--- src/rtl/fetch_stage.sv ---
// fetch_stage: instruction-fetch stage of a 5-stage RISC-V pipeline.
//
// Owns the program counter, drives the combinational instruction memory
// address directly from it, and captures the returned word into the IF/ID
// pipeline register. Handles stalls, flushes, EX redirects, halt requests
// and a sticky fetch fault (misaligned or out-of-range PC).
//
// Optional feature macro: FETCH_PERF_CNT_EN adds fetch/stall counters.
//
// Ports:
//   clk, rst        clock (rising edge), synchronous active-high reset
//   stall_i         hold PC and IF/ID
//   flush_i         squash IF/ID
//   redirect_i      taken branch/jump from EX, target on redirect_pc_i
//   halt_i          stop fetching
//   imem_addr_o     byte address to imem (the PC register itself)
//   imem_instr_i    combinational imem read data
//   ifid_pc_o       PC of the instruction held in IF/ID
//   ifid_pc4_o      ifid_pc_o + 4
//   ifid_instr_o    instruction held in IF/ID
//   ifid_valid_o    IF/ID holds a real instruction
//   fault_o         sticky fetch fault
//   state_o         BOOT=00, RUN=01, HALT=10
//   fetch_count_o   (FETCH_PERF_CNT_EN) valid IF/ID loads
//   stall_count_o   (FETCH_PERF_CNT_EN) stalled RUN edges
module fetch_stage #(
    parameter logic [31:0] RESET_PC   = 32'h0000_0000,
    parameter int          IMEM_DEPTH = 1024,
    parameter logic [31:0] NOP_INSTR  = 32'h0000_0013
) (
    input  logic        clk,
    input  logic        rst,
    input  logic        stall_i,
    input  logic        flush_i,
    input  logic        redirect_i,
    input  logic [31:0] redirect_pc_i,
    input  logic        halt_i,
    output logic [31:0] imem_addr_o,
    input  logic [31:0] imem_instr_i,
    output logic [31:0] ifid_pc_o,
    output logic [31:0] ifid_pc4_o,
    output logic [31:0] ifid_instr_o,
    output logic        ifid_valid_o,
    output logic        fault_o,
    output logic [1:0]  state_o
`ifdef FETCH_PERF_CNT_EN
    ,
    output logic [31:0] fetch_count_o,
    output logic [31:0] stall_count_o
`endif
);

    typedef enum logic [1:0] {
        BOOT = 2'b00,
        RUN  = 2'b01,
        HALT = 2'b10
    } state_t;

    localparam logic [31:0] PC_LIMIT = 32'(IMEM_DEPTH * 4);

    state_t      state_q, state_d;
    logic [31:0] pc_p0, pc_d;
    logic [31:0] ifid_pc_p1, ifid_pc4_p1, ifid_instr_p1;
    logic        vld_p1;
    logic        fault_q, fault_d;
    logic        capture, squash;
    logic [31:0] pc_plus4;
    logic        addr_fault;

    assign pc_plus4   = pc_p0 + 32'd4;
    // Any PC+4 wrap lands beyond PC_LIMIT first, so the range check covers it.
    assign addr_fault = (pc_p0[1:0] != 2'b00) || (pc_p0 >= PC_LIMIT);

`ifdef FETCH_PERF_CNT_EN
    logic [31:0] fetch_cnt_q, stall_cnt_q;
    logic        stall_inc;
`endif

    always_comb begin
        state_d = state_q;
        pc_d    = pc_p0;
        fault_d = fault_q;
        capture = 1'b0;
        squash  = 1'b0;
`ifdef FETCH_PERF_CNT_EN
        stall_inc = 1'b0;
`endif
        case (state_q)
            BOOT: begin
                state_d = RUN;
            end
            RUN: begin
                if (halt_i) begin
                    state_d = HALT;
                    squash  = 1'b1;
                end else if (addr_fault) begin
                    state_d = HALT;
                    fault_d = 1'b1;
                    squash  = 1'b1;
                end else if (redirect_i) begin
                    // Redirect wins over stall: the stalled instruction is
                    // on the wrong path anyway.
                    pc_d   = redirect_pc_i;
                    squash = 1'b1;
                end else if (stall_i) begin
                    squash = flush_i;
`ifdef FETCH_PERF_CNT_EN
                    stall_inc = 1'b1;
`endif
                end else begin
                    pc_d    = pc_plus4;
                    squash  = flush_i;
                    capture = !flush_i;
                end
            end
            default: begin
                squash = 1'b1;
            end
        endcase
    end

    // Stage 0 -> 1: PC register and IF/ID pipeline register.
    always_ff @(posedge clk) begin
        if (rst) begin
            state_q       <= BOOT;
            pc_p0         <= RESET_PC;
            fault_q       <= 1'b0;
            ifid_pc_p1    <= 32'd0;
            ifid_pc4_p1   <= 32'd0;
            ifid_instr_p1 <= NOP_INSTR;
            vld_p1        <= 1'b0;
        end else begin
            state_q <= state_d;
            pc_p0   <= pc_d;
            fault_q <= fault_d;
            if (capture) begin
                ifid_pc_p1    <= pc_p0;
                ifid_pc4_p1   <= pc_plus4;
                ifid_instr_p1 <= imem_instr_i;
                vld_p1        <= 1'b1;
            end else if (squash) begin
                ifid_instr_p1 <= NOP_INSTR;
                vld_p1        <= 1'b0;
            end
        end
    end

`ifdef FETCH_PERF_CNT_EN
    always_ff @(posedge clk) begin
        if (rst) begin
            fetch_cnt_q <= 32'd0;
            stall_cnt_q <= 32'd0;
        end else begin
            if (capture)   fetch_cnt_q <= fetch_cnt_q + 32'd1;
            if (stall_inc) stall_cnt_q <= stall_cnt_q + 32'd1;
        end
    end

    assign fetch_count_o = fetch_cnt_q;
    assign stall_count_o = stall_cnt_q;
`endif

    assign imem_addr_o  = pc_p0;
    assign ifid_pc_o    = ifid_pc_p1;
    assign ifid_pc4_o   = ifid_pc4_p1;
    assign ifid_instr_o = ifid_instr_p1;
    assign ifid_valid_o = vld_p1;
    assign fault_o      = fault_q;
    assign state_o      = state_q;

endmodule

--- config.mk ---
export PLATFORM = sky130hd
export DESIGN_NAME = fetch_stage
export DESIGN_NICKNAME = d
export VERILOG_FILES = /design/src/rtl/fetch_stage.sv
export SDC_FILE = /design/constraint.sdc
export NUM_CORES = 1
export LEC_CHECK = 0
export CORE_ASPECT_RATIO = 1.25
export CORE_MARGIN = 8
export CORE_UTILIZATION = 40
export CTS_CLUSTER_DIAMETER = 60
export DETAILED_ROUTE_END_ITERATION = 6
export MAX_ROUTING_LAYER = met4
export PLACE_DENSITY = 0.76
export SYNTH_ARGS = -nofsm -noshare
export SYNTH_HDL_FRONTEND = slang
export SYNTH_SLANG_ARGS = --single-unit
--- constraint.sdc ---
create_clock -name clk -period 4 [get_ports clk]
set_clock_uncertainty 0.2 [all_clocks]
set_input_delay 0.6 -clock clk [delete_from_list [all_inputs] [get_ports clk]]
set_output_delay 0.6 -clock clk [all_outputs]
set_load 0.1 [all_outputs]
Word-level counts from Yosys, hierarchy flattened
Cells that the tools add are included.
{"block": "totals", "ff_bits": 132, "inputBits": 70}
{"block": "classes", "add_sub_neg": 1, "magnitude_cmp": 1, "n_eq_ne": 3, "mux": 18, "bitwise_logic": 2, "reduce_logical": 9}
{"op": "$mux 32", "n": 4}
{"op": "$add 32x3->32 const B", "n": 1}
{"op": "$ge 32x13->1 const B", "n": 1}
{"op": "$mux 1", "n": 10}
{"op": "$reduce_bool 2->1", "n": 3}
{"op": "$mux 2", "n": 2}
{"op": "$pmux 2 s2", "n": 1}
{"op": "$reduce_and 4->1", "n": 1}
{"op": "$ne 3x3->1 const B", "n": 1}
{"op": "$reduce_and 3->1", "n": 1}
{"op": "$eq 2x1->1 const B", "n": 1}
{"op": "$logic_not 2->1", "n": 1}
{"op": "$ne 2x1->1 const B", "n": 1}
{"op": "$not 1->1", "n": 2}
{"op": "$pmux 1 s2", "n": 1}
{"op": "$reduce_and 2->1", "n": 1}
{"op": "$logic_not 1->1", "n": 1}
{"op": "$logic_or 1x1->1", "n": 1}

Depth between registers and ports, before layout
Gate-level depths: netlist (run 1).
{"block": "logic_depth", "ltp_word": 7, "depth_mapped": 7}

Worst setup path after synthesis (run 1)
No wires, ideal clock.
{"block": "synth_path", "path_type": "register to register", "startpoint": "reg pc_p0[5] (netlist: imem_addr_o[5])", "endpoint": "reg pc_p0[13] (netlist: imem_addr_o[13])", "arrival_time_ps": 2237, "setup_slack_ps": 1503, "stages_incl_launch_ff": 6, "n_path_buf": 1, "period_less_slack_ps": 2497, "path_cell_list": "dfxtp_1 -> buf_2 -> nand4_1 -> or4_1 -> a211oi_1 -> o21a_1"}
{"block": "synth_via", "elab_chain_cells": 4, "elab_cells_between_ends": 7}
{"element": "from (decl)", "line": "62", "source": "logic [31:0] pc_p0, pc_d;"}
{"element": "from (signal assigned)", "line": "134", "source": "pc_p0 <= pc_d;"}
{"element": "$ge 32x13->1", "line": "72", "source": "assign addr_fault = (pc_p0[1:0] != 2'b00) || (pc_p0 >= PC_LIMIT);"}
{"element": "$logic_or 1x1->1", "line": "72"}
{"element": "$not 1->1 (no source line)"}
{"element": "$reduce_and 4->1 (no source line)"}
Several ways; a longest one is shown, not always the timed one. The select of a mux whose other input is x is not followed.
A chain may end at the register's enable or synchronous reset.

Final worst setup path (run 1)
{"block": "layout_path", "startpoint": "reg pc_p0[2] (netlist: imem_addr_o[2])", "endpoint": "out imem_addr_o[2]"}
{"element": "to (decl)", "line": "38", "source": "output logic [31:0] imem_addr_o,"}
No word-level cell between the ends.

==> impl_results.md, run 1 <==
- Data arrival time of the critical path: 2.22 ns
- First-pass GRT wire length: 23410 µm
- Top delay family on crit path: buffers and inverters
- Worst hold path type: reg2reg
- Avg Vias per Cell: 5.276
- EDFF count, synth: 0
- Synth Warn #: 0
- Buffers and inverters on the worst path: 1
- Critical path class: reg2out
- Async SR Flop Fraction: 0%
- Register Area: 2603 µm²
- Yosys cell types: 49
- Clock-pin slew on the worst setup and hold paths: 0.06 ns
- Worst R2R Start: imem_addr_o[18]
- Residual DRC count: 0
- Reg2Reg Depth: 5
- Top post-synthesis cells by area: dfxtp_1 54%, and2_1 5.5%, a22o_1 5.2%
- Post-CTS sizing: 0
- Vias in the first global route: 4422
- Setup slack, reg-to-reg: 1.32 ns
- Maximum clock insertion buffer count: 2
- Slowest cell on crit path: clkdlybuf4s50_1
- Critical Path Stages: 1
- Detail Placement HPWL: 10630 µm
- VDD IR max: 270.3 µV
- Static leakage: 0.002714 µW
- Fmax: 330.6 MHz
- Worst skew pair latency: 0.41 ns
- HP Start: ifid_instr_o[0]
- WP data required: 3.20 ns
- Die ar.: 15940 µm²
- CTS tree: done
- Mapped Nets: 554
- Post-DP Area: 6908 µm²
- Max-Cap Viols: 0
- GRT overflow: 0
- IO buf count: 201
- Ys flop type: dfxtp_1
- Detailed Route WL: 14910 µm
- Hold_ws: 0.2507 ns
- Syn Area/Cell: 10.07 µm²
- Register area share after synthesis: 53.59%
- Status: completed
- Worst path cell trace: clkdlybuf4s50_1
- Vias: 4437
- CP endpoint kind: primary output
- Slew Limit Headroom: 16.36%
- Placer Congestion: 0.8480
- Inserted Clock Buffers: 17
- Multi-input gate area: 1992 µm²
- Setup_tns: 0 ns
- Min Tclk post-route: 3.024 ns
- H-tree Lvls: 4
- Least-Margin Pin Slew: 1.255 ns
- Post-route ant nets: 0
- DIE WIDTH: 114.6 µm
- Initial core utilization: 40.49%
- Root Driver: clkbuf_16
- Synth Register Bits: 130
- Clock sink count: 130
- RSZ-0062 raised after global routing: no
- Hold Violations, Final: 0
- Routed WL per cell: 17.73 µm
- Layout cell share with drive strength beyond 1: 7.976%
- Tcrit/Tclk final: 75.61%
- Drt initial violations: 275
- Critical Path Max Stage Delay: 1.22 ns
- Largest net degree at the start of global routing: 42
- # IOs: 202
- Final core utilization: 62.47%
- Reg2reg end: ifid_instr_o[29]
- Overall Global Routing Usage: 19.09%
- Worst-path fanout max: 11
- Post-CTS Setup Repair Bufs: 0
- Final setup vio count: 0
- Slew Limit Fails: 0
- DRT Pass-1 Iters: 4
- Gate Count Post-Synth: 482
- Post-synth top area cell: dfxtp_1
- # fillers: 981
- Hold buffer count at cts: 0
- Share of the synthesized area in the top cell type: 53.59%
- Final #Nets: 736
- # diodes: 0
- Startpoint types: flip-flop
- Hold depth: 2
- Hold endpoint: ifid_instr_o[0]
- Core footprint: 11990 µm²
- Site Rows: 45
- Power Density: 466.9 nW/µm²
- Mapped Area: 4856 µm²
- Chip height: 139.2 µm
- P&R area growth vs syn: 54.29%
- Final Instance Area: 7492 µm²
- Initial antenna violation count: 0
-- cell families after synthesis --
| family | share of synthesized area (%) |
|---|---|
| flops | 53.59 |
| xor+xnor | 0.9018 |
| simple gates | 17.11 |
| buf+inv | 5.462 |
| fa+ha+maj | 0.5152 |
| mux | 1.263 |
| compound gates | 21.15 |
-- per-layer routing --
| metal | GRT usage (%) | part of all wire, % | up-vias |
|---|---|---|---|
| li1 | - | - | 2131 |
| met1 | 21.70 | 41 | 2103 |
| met2 | 30.53 | 50 | 178 |
| met3 | 5.229 | 6.1 | 25 |
| met4 | 8.573 | 2.6 | 0 |
| met5 | - | 0 | - |
-- sequential cells by signal, summed over array words and instances (netlist names) --
register and cells:
ifid_pc4_o 30, imem_addr_o 32, ifid_instr_o 32, state_o 2
ifid_valid_o 1, ifid_pc_o 32, fault_o 1
-- through the flow --
stage | total power [µW] | setup WS (ns) | cells
global route | 3624 | 0.8963 | 841
global placement | 2002 | 0.9961 | 809
CTS | 3528 | 0.9690 | 841
floorplan | 1823 | 1.503 | 482
detailed placement | 2010 | 0.8397 | 809
finish | 3498 | 0.9756 | 841
-- how the worst max path moves through the flow --
stage,from,endpoint,slack [ns]
global route,imem_addr_o[2],imem_addr_o[2],0.90
global placement,redirect_i,ifid_pc_o[13],1.0
finish,imem_addr_o[2],imem_addr_o[2],0.98
detailed placement,redirect_i,ifid_pc_o[29],0.84
CTS,imem_addr_o[2],imem_addr_o[2],0.97
floorplan,imem_addr_o[5],imem_addr_o[13],1.50
-- synth_stat cells (all sizes together), types with 5 or more instances --
cell	count
o31ai	7
nand2	9
clkbuf	20
a21oi	34
nand3	20
mux2i	5
nor3b	7
inv	11
and2	43
o21ai	21
buf	26
nor3	7
dfxtp	130
nor2	24
a41oi	18
o311ai	5
and4	5
nand4	6
nor4	7
a22o	29
-- power breakdown --
group | internal, µW | switching [µW] | total, µW
clock network | 885 | 628 | 1510
logic | 172 | 453 | 625
registers | 1320 | 38.3 | 1360
total | 2380 | 1120 | 3500
-- cell usage in the layout, fill, tap and decap left out, types with 4 or more instances in the layout --
| master | instances |
|---|---|
| mux2i_1 | 5 |
| clkdlybuf4s50_1 | 200 |
| a21boi_0 | 4 |
| buf_4 | 8 |
| nand4_1 | 4 |
| o311ai_1 | 5 |
| inv_8 | 4 |
| o31ai_1 | 7 |
| o211ai_1 | 4 |
| nor2_1 | 24 |
| and2_1 | 43 |
| nor3_1 | 5 |
| dfxtp_1 | 130 |
| inv_1 | 11 |
| inv_6 | 7 |
| clkbuf_16 | 17 |
| nor4_2 | 4 |
| a22o_1 | 29 |
| o21ai_0 | 20 |
| nor3b_1 | 6 |
| nand2_1 | 9 |
| a41oi_1 | 18 |
| and4_1 | 5 |
| xnor2_1 | 4 |
| a21oi_1 | 33 |
| a211oi_1 | 4 |
| nand3_1 | 20 |
-- final cells by class --
type | count | area share (%)
Sequential cell | 130 | 34.74
Timing Repair Buffer | 209 | 27.59
Multi-Input combinational cell | 295 | 26.59
Clock buffer | 17 | 5.678
Tap cell | 164 | 2.739
Clock inverter | 15 | 2.121
Inverter | 11 | 0.5511
-- worst reg2reg max path, delay by kind of cell, from the launching register on --
family / cells / cell delay (ns)
simple gates: 2 / 1.12
compound gates: 2 / 0.61
buf+inv: 1 / 0.36
flops: 1 / 0.33
Note: power is estimated with default switching activity, not from simulation.
==> inputs of run 2 (changes only) <==
- clock period: 4 -> 2.8 ns (I/O delays scaled with it)
==> impl_results.md, run 2 (synthesis results as in run 1) <==
- Inst Count DP: 817
- RSZ-0062 raised after global routing: no
- P&R area growth vs syn: 49.37%
- Max-Cap Viols: 0
- Hold Violations, Final: 0
- Hold buffer count at cts: 0
- Initial core utilization: 40.49%
- Detail Placement HPWL: 10690 µm
- Critical Path Stages: 5
- Buffers and inverters on the worst path: 1
- Core footprint: 11990 µm²
- GRT overflow: 0
- Setup_tns: 0 ns
- Die ar.: 15940 µm²
- Finished Layout Cells: 849
- IO buf count: 201
- Slew Limit Headroom: 68.23%
- Largest net degree at the start of global routing: 42
- Post-route ant nets: 0
- # diodes: 0
- H-tree Lvls: 4
- Least-Margin Pin Slew: 0.4765 ns
- CP endpoint kind: flip-flop
- Worst path cell trace: nor4_2 > and4_1 > buf_4 > nand2_1 > o32ai_1
- Vias: 4420
- Static leakage: 0.003034 µW
- Initial antenna violation count: 0
- Detailed Route WL: 14680 µm
- Final setup vio count: 0
- Most frequent cells in the layout: 148 x buf_4, 130 x dfxtp_1, 68 x clkdlybuf4s50_1
- Data arrival time of the critical path: 2.39 ns
- Critical path class: reg2reg
- # IOs: 202
- Site Rows: 45
- Post-CTS sizing: 0
- # fillers: 1036
- Worst skew pair latency: 0.40 ns
- Fmax: 438.9 MHz
- Chip height: 139.2 µm
- Inserted Clock Buffers: 17
- Register Area: 2603 µm²
- Critical Path Max Stage Delay: 0.40 ns
- Residual DRC count: 0
- VDD IR max: 355.0 µV
- Tcrit/Tclk final: 81.37%
- Post-CTS Setup Repair Bufs: 0
- Multi-input gate area: 1992 µm²
- DIE WIDTH: 114.6 µm
- Slew Limit Fails: 0
- Maximum clock insertion buffer count: 2
- Final #Nets: 744
- Root Driver: clkbuf_16
- Most common cell after layout, fill and taps aside: buf_4
- Overall Global Routing Usage: 18.78%
- WP data required: 2.91 ns
- Avg Vias per Cell: 5.206
- Min Tclk post-route: 2.278 ns
- CTS tree: done
- Worst hold path type: reg2reg
- Hold depth: 2
- Clock sink count: 130
- Worst-path fanout max: 36
- Slowest cell on crit path: nor4_2
- Routed WL per cell: 17.29 µm
- Drt initial violations: 223
- Clock-pin slew on the worst setup and hold paths: 0.06 ns
- Status: completed
- Top delay family on crit path: simple AND/OR/NAND/NOR gates
- Vias in the first global route: 4420
- Power Density: 708.3 nW/µm²
- Placer Congestion: 0.8734
- Reg2Reg Depth: 5
- Layout cell share with drive strength beyond 1: 28.32%
- DRT Pass-1 Iters: 4
- Startpoint types: flip-flop
- First-pass GRT wire length: 23400 µm
[run 2: routing by layer]
metal | part of all wire, % | vias to the layer above | global-route usage, %
met4 | 1.7 | 0 | 7.660
li1 | - | 2142 | -
met1 | 42 | 2090 | 21.47
met3 | 6.9 | 15 | 5.185
met2 | 49 | 173 | 30.22
met5 | 0 | - | -
[run 2: worst reg2reg max path, stage by stage (launching register included)]
cell	delay, ns
dfxtp_1	0.35
nor4_2	0.40
and4_1	0.27
buf_4	0.36
nand2_1	0.28
o32ai_1	0.32
[run 2: final cells by class]
cell class                      count  area share, %
Clock buffer                       18          6.055
Clock inverter                     14          2.432
Inverter                           11         0.5693
Multi-Input combinational cell    295          27.46
Sequential cell                   130          35.88
Tap cell                          164          2.829
Timing Repair Buffer              217          24.77
[run 2: path summary, 6_finish.rpt]
check	slack, ns	start	end
worst max-delay path	0.52	imem_addr_o[16]	imem_addr_o[11]
worst min-delay path	0.24	fault_o	fault_o
worst min register to register	0.24	fault_o	fault_o
worst max register to register	0.52	imem_addr_o[16]	imem_addr_o[11]
[run 2: where the power goes]
part           switching, µW  internal (µW)
Clock                    845           1440
Sequential              51.0           1890
Combinational            652            266
[run 2: per-stage QoR]
step | utilization, % | cell area (µm²) | hold WS (ns) | worst slack (ns) | total power, µW
after floorplan | - | 4856 | 0.2852 | 0.3026 | 2604
after global placement | 55.35 | 6638 | 0.2401 | 0.2451 | 2877
after detailed placement | 55.35 | 6638 | 0.2419 | 0.2250 | 2892
after CTS | 60.48 | 7253 | 0.2490 | 0.5349 | 5177
after global routing | 60.48 | 7253 | 0.2716 | 0.4414 | 5318
final | 60.48 | 7253 | 0.2446 | 0.5216 | 5137
==> edit: new RTL, settings of run 2 <==
Add a define of `FETCH_PERF_CNT_EN`.
--- a/src/rtl/fetch_stage.sv
+++ b/src/rtl/fetch_stage.sv
@@ -23,6 +23,8 @@
 //   state_o         BOOT=00, RUN=01, HALT=10
 //   fetch_count_o   (FETCH_PERF_CNT_EN) valid IF/ID loads
 //   stall_count_o   (FETCH_PERF_CNT_EN) stalled RUN edges
+`define FETCH_PERF_CNT_EN
+
 module fetch_stage #(
     parameter logic [31:0] RESET_PC   = 32'h0000_0000,
     parameter int          IMEM_DEPTH = 1024,
Function (old outputs only; new: fetch_count_o and stall_count_o): kept (Yosys induction, for registers that start in step).
==> edit against run 2 <==
- cell area is 49% higher
- synthesized area is 58% higher
- hold slack worse by 150 ps
- power is 25% higher
- setup slack worse by 280 ps
- sequential cell count is 64 higher
- wire length is 57% higher
- critical path type unchanged
- largest cell class unchanged
==> edit: results <==
<?xml version="1.0" encoding="UTF-8"?>
<metrics>
  <group name="cells_and_area">
    <metric name="post_route_cells_drive_above_1_share" unit="%">25.0</metric>
    <metric name="ant_diodes" unit="">0</metric>
    <metric name="number_of_nets_in_the_final_layout" unit="">1215</metric>
    <metric name="layout.filler_cells" unit="">1721</metric>
  </group>
  <group name="yosys">
    <metric name="synth.yosys.seq_area_share" unit="%">50.5</metric>
    <metric name="ys_top_cells_by_count" unit="">dfxtp_1, nand2_1, o21ai_0</metric>
    <metric name="synthDistinctLibCells" unit="">49</metric>
    <metric name="synth_warnings" unit="">0</metric>
    <metric name="async_reset_ff_share" unit="%">0</metric>
    <metric name="synth_fp_nets" unit="">954</metric>
    <metric name="post_synth_main_area_contributors" unit="">dfxtp_1, o21ai_0, a21oi_1, nand2_1, and2_1</metric>
    <metric name="synthFlopType" unit="">dfxtp_1</metric>
  </group>
  <group name="routing">
    <metric name="detail_route.first_pass.iterations" unit="">4</metric>
    <metric name="routed_wire_length_per_instance" unit="um">16.6</metric>
    <metric name="via_per_inst" unit="">5.19</metric>
    <metric name="detail_route.iter0.violations" unit="">379</metric>
  </group>
  <group name="min_path">
    <metric name="hp-class" unit="">input port to flip-flop</metric>
  </group>
  <group name="critical_path">
    <metric name="timing.critical_path.slowest_stage_cell" unit="">or4_1</metric>
    <metric name="critical_path_peak_fanout" unit="">10</metric>
    <metric name="max_stage_delay" unit="ps">780</metric>
    <metric name="timing.critical_path.arrival" unit="ps">2710</metric>
    <metric name="cp_top_family" unit="">simple AND/OR/NAND/NOR gates</metric>
  </group>
  <group name="global_route">
    <metric name="antenna_found_initial" unit="">0</metric>
    <metric name="grtUsageTotal" unit="%">19.7</metric>
    <metric name="maximum_number_of_pins_on_one_net_before_global_route_repair" unit="">47</metric>
    <metric name="grt_pass1_wl" unit="um">37200</metric>
    <metric name="grt_pass1_vias" unit="">7097</metric>
  </group>
  <group name="status">
    <metric name="status" unit="">complete, no violations</metric>
  </group>
  <group name="placed_design">
    <metric name="detailed_place_hpwl" unit="um">17500</metric>
    <metric name="io_buffers" unit="">265</metric>
    <metric name="globalplace.congestion" unit="">0.928</metric>
  </group>
  <group name="pwr">
    <metric name="power_leakage" unit="nW">4.20</metric>
    <metric name="power.switching" unit="mW">2.06</metric>
    <metric name="power.ir.vdd_worst" unit="mV">0.434</metric>
  </group>
  <group name="timing">
    <metric name="worst_max_slew_pin_slew" unit="ps">520</metric>
  </group>
  <group name="clock_tree">
    <metric name="clk_root_buffer_cell" unit="">clkbuf_16</metric>
    <metric name="tritoncts.num_buffers" unit="">17</metric>
    <metric name="clock_tree.buffer_depth" unit="">2</metric>
    <metric name="cts.htree.levels" unit="">4</metric>
    <metric name="insertion_delay" unit="ps">430</metric>
    <metric name="path_clk_slew" unit="ps">80</metric>
  </group>
</metrics>
## edit: changes by cell type after synthesis, moves of 18 or more
cell	run 2	this run
nand2_1	9	98
nand4_1	4	22
clkbuf_1	19	39
or3_1	3	41
a21oi_1	34	80
o21ai_0	20	82
inv_1	11	48
dfxtp_1	130	194
a41oi_1	18	0
## edit: layout make-up
cell class	count	area share [%]
sequential	194	36.0
inverter	49	1.70
timing repair buffer	297	22.6
tap	232	2.69
clock buffer	17	3.94
clock inverter	15	1.70
multi-input combinational	582	31.4
## edit: power by group through the flow
stage	logic [mW]	clock network, mW	registers [mW]
6_report	1.10	2.46	2.87
5_1_grt	1.16	2.64	2.88
4_1_cts	1.10	2.52	2.87
3_5_place_dp	1.10	0	2.93
3_3_place_gp	1.09	0	2.93
2_1_floorplan	0.363	0	3.30
## edit: worst paths after layout
check                                startpoint  slack [ps]                 to  cells after the start
worst min register to register    ifid_pc4_o[3]         250      ifid_pc4_o[3]                      2
worst min-delay path                        rst          90  fetch_count_o[30]                      2
worst max-delay path            imem_addr_o[16]         250    imem_addr_o[11]                      5
worst max register to register  imem_addr_o[16]         250    imem_addr_o[11]                      5
## edit: metal layers
layer / wire [um] / track usage, % / share of wire [%] / vias up
met1: 10200 / 23.4 / 44 / 3312
met5: 0 / - / 0 / -
li1: - / - / - / 3610
met3: 1500 / 5.02 / 6.5 / 22
met4: 384 / 6.72 / 1.7 / 0
met2: 10900 / 32.0 / 47 / 250
## edit: logic make-up after synthesis
group / share of synthesized area, %
flip-flops: 50.5
AND/OR/NAND/NOR: 23.8
AO/OA/AOI/OAI: 16.8
buffers and inverters: 5.65
adder cells (fa/ha/maj): 0.651
XOR/XNOR: 2.05
multiplexers: 0.537
## edit: worst register-to-register path, delay by kind of cell (launching register included)
family | cells | cell delay (ps)
and+or+nand+nor | 3 | 1460
AOI/OAI and AO/OA | 2 | 480
DFF | 1 | 340
## edit: what timing repair did
item,in CTS,in global routing
endpoints found under the hold margin,0,0
buffers inserted,0,0
hold buffers,0,0
endpoints found under the setup margin,0,7
resized for setup,0,1
## edit: metrics by stage
stage          hold WS [ps]  setup WS [ps]  std cells  instance area [um^2]
6_report               91.8            245       1386                 10800
5_1_grt                92.8            117       1386                 10800
4_1_cts                70.3            195       1386                 10800
3_5_place_dp            245           45.2       1354                 10200
3_3_place_gp            239           77.1       1354                 10200
2_1_floorplan           295          -31.2        880                  7690
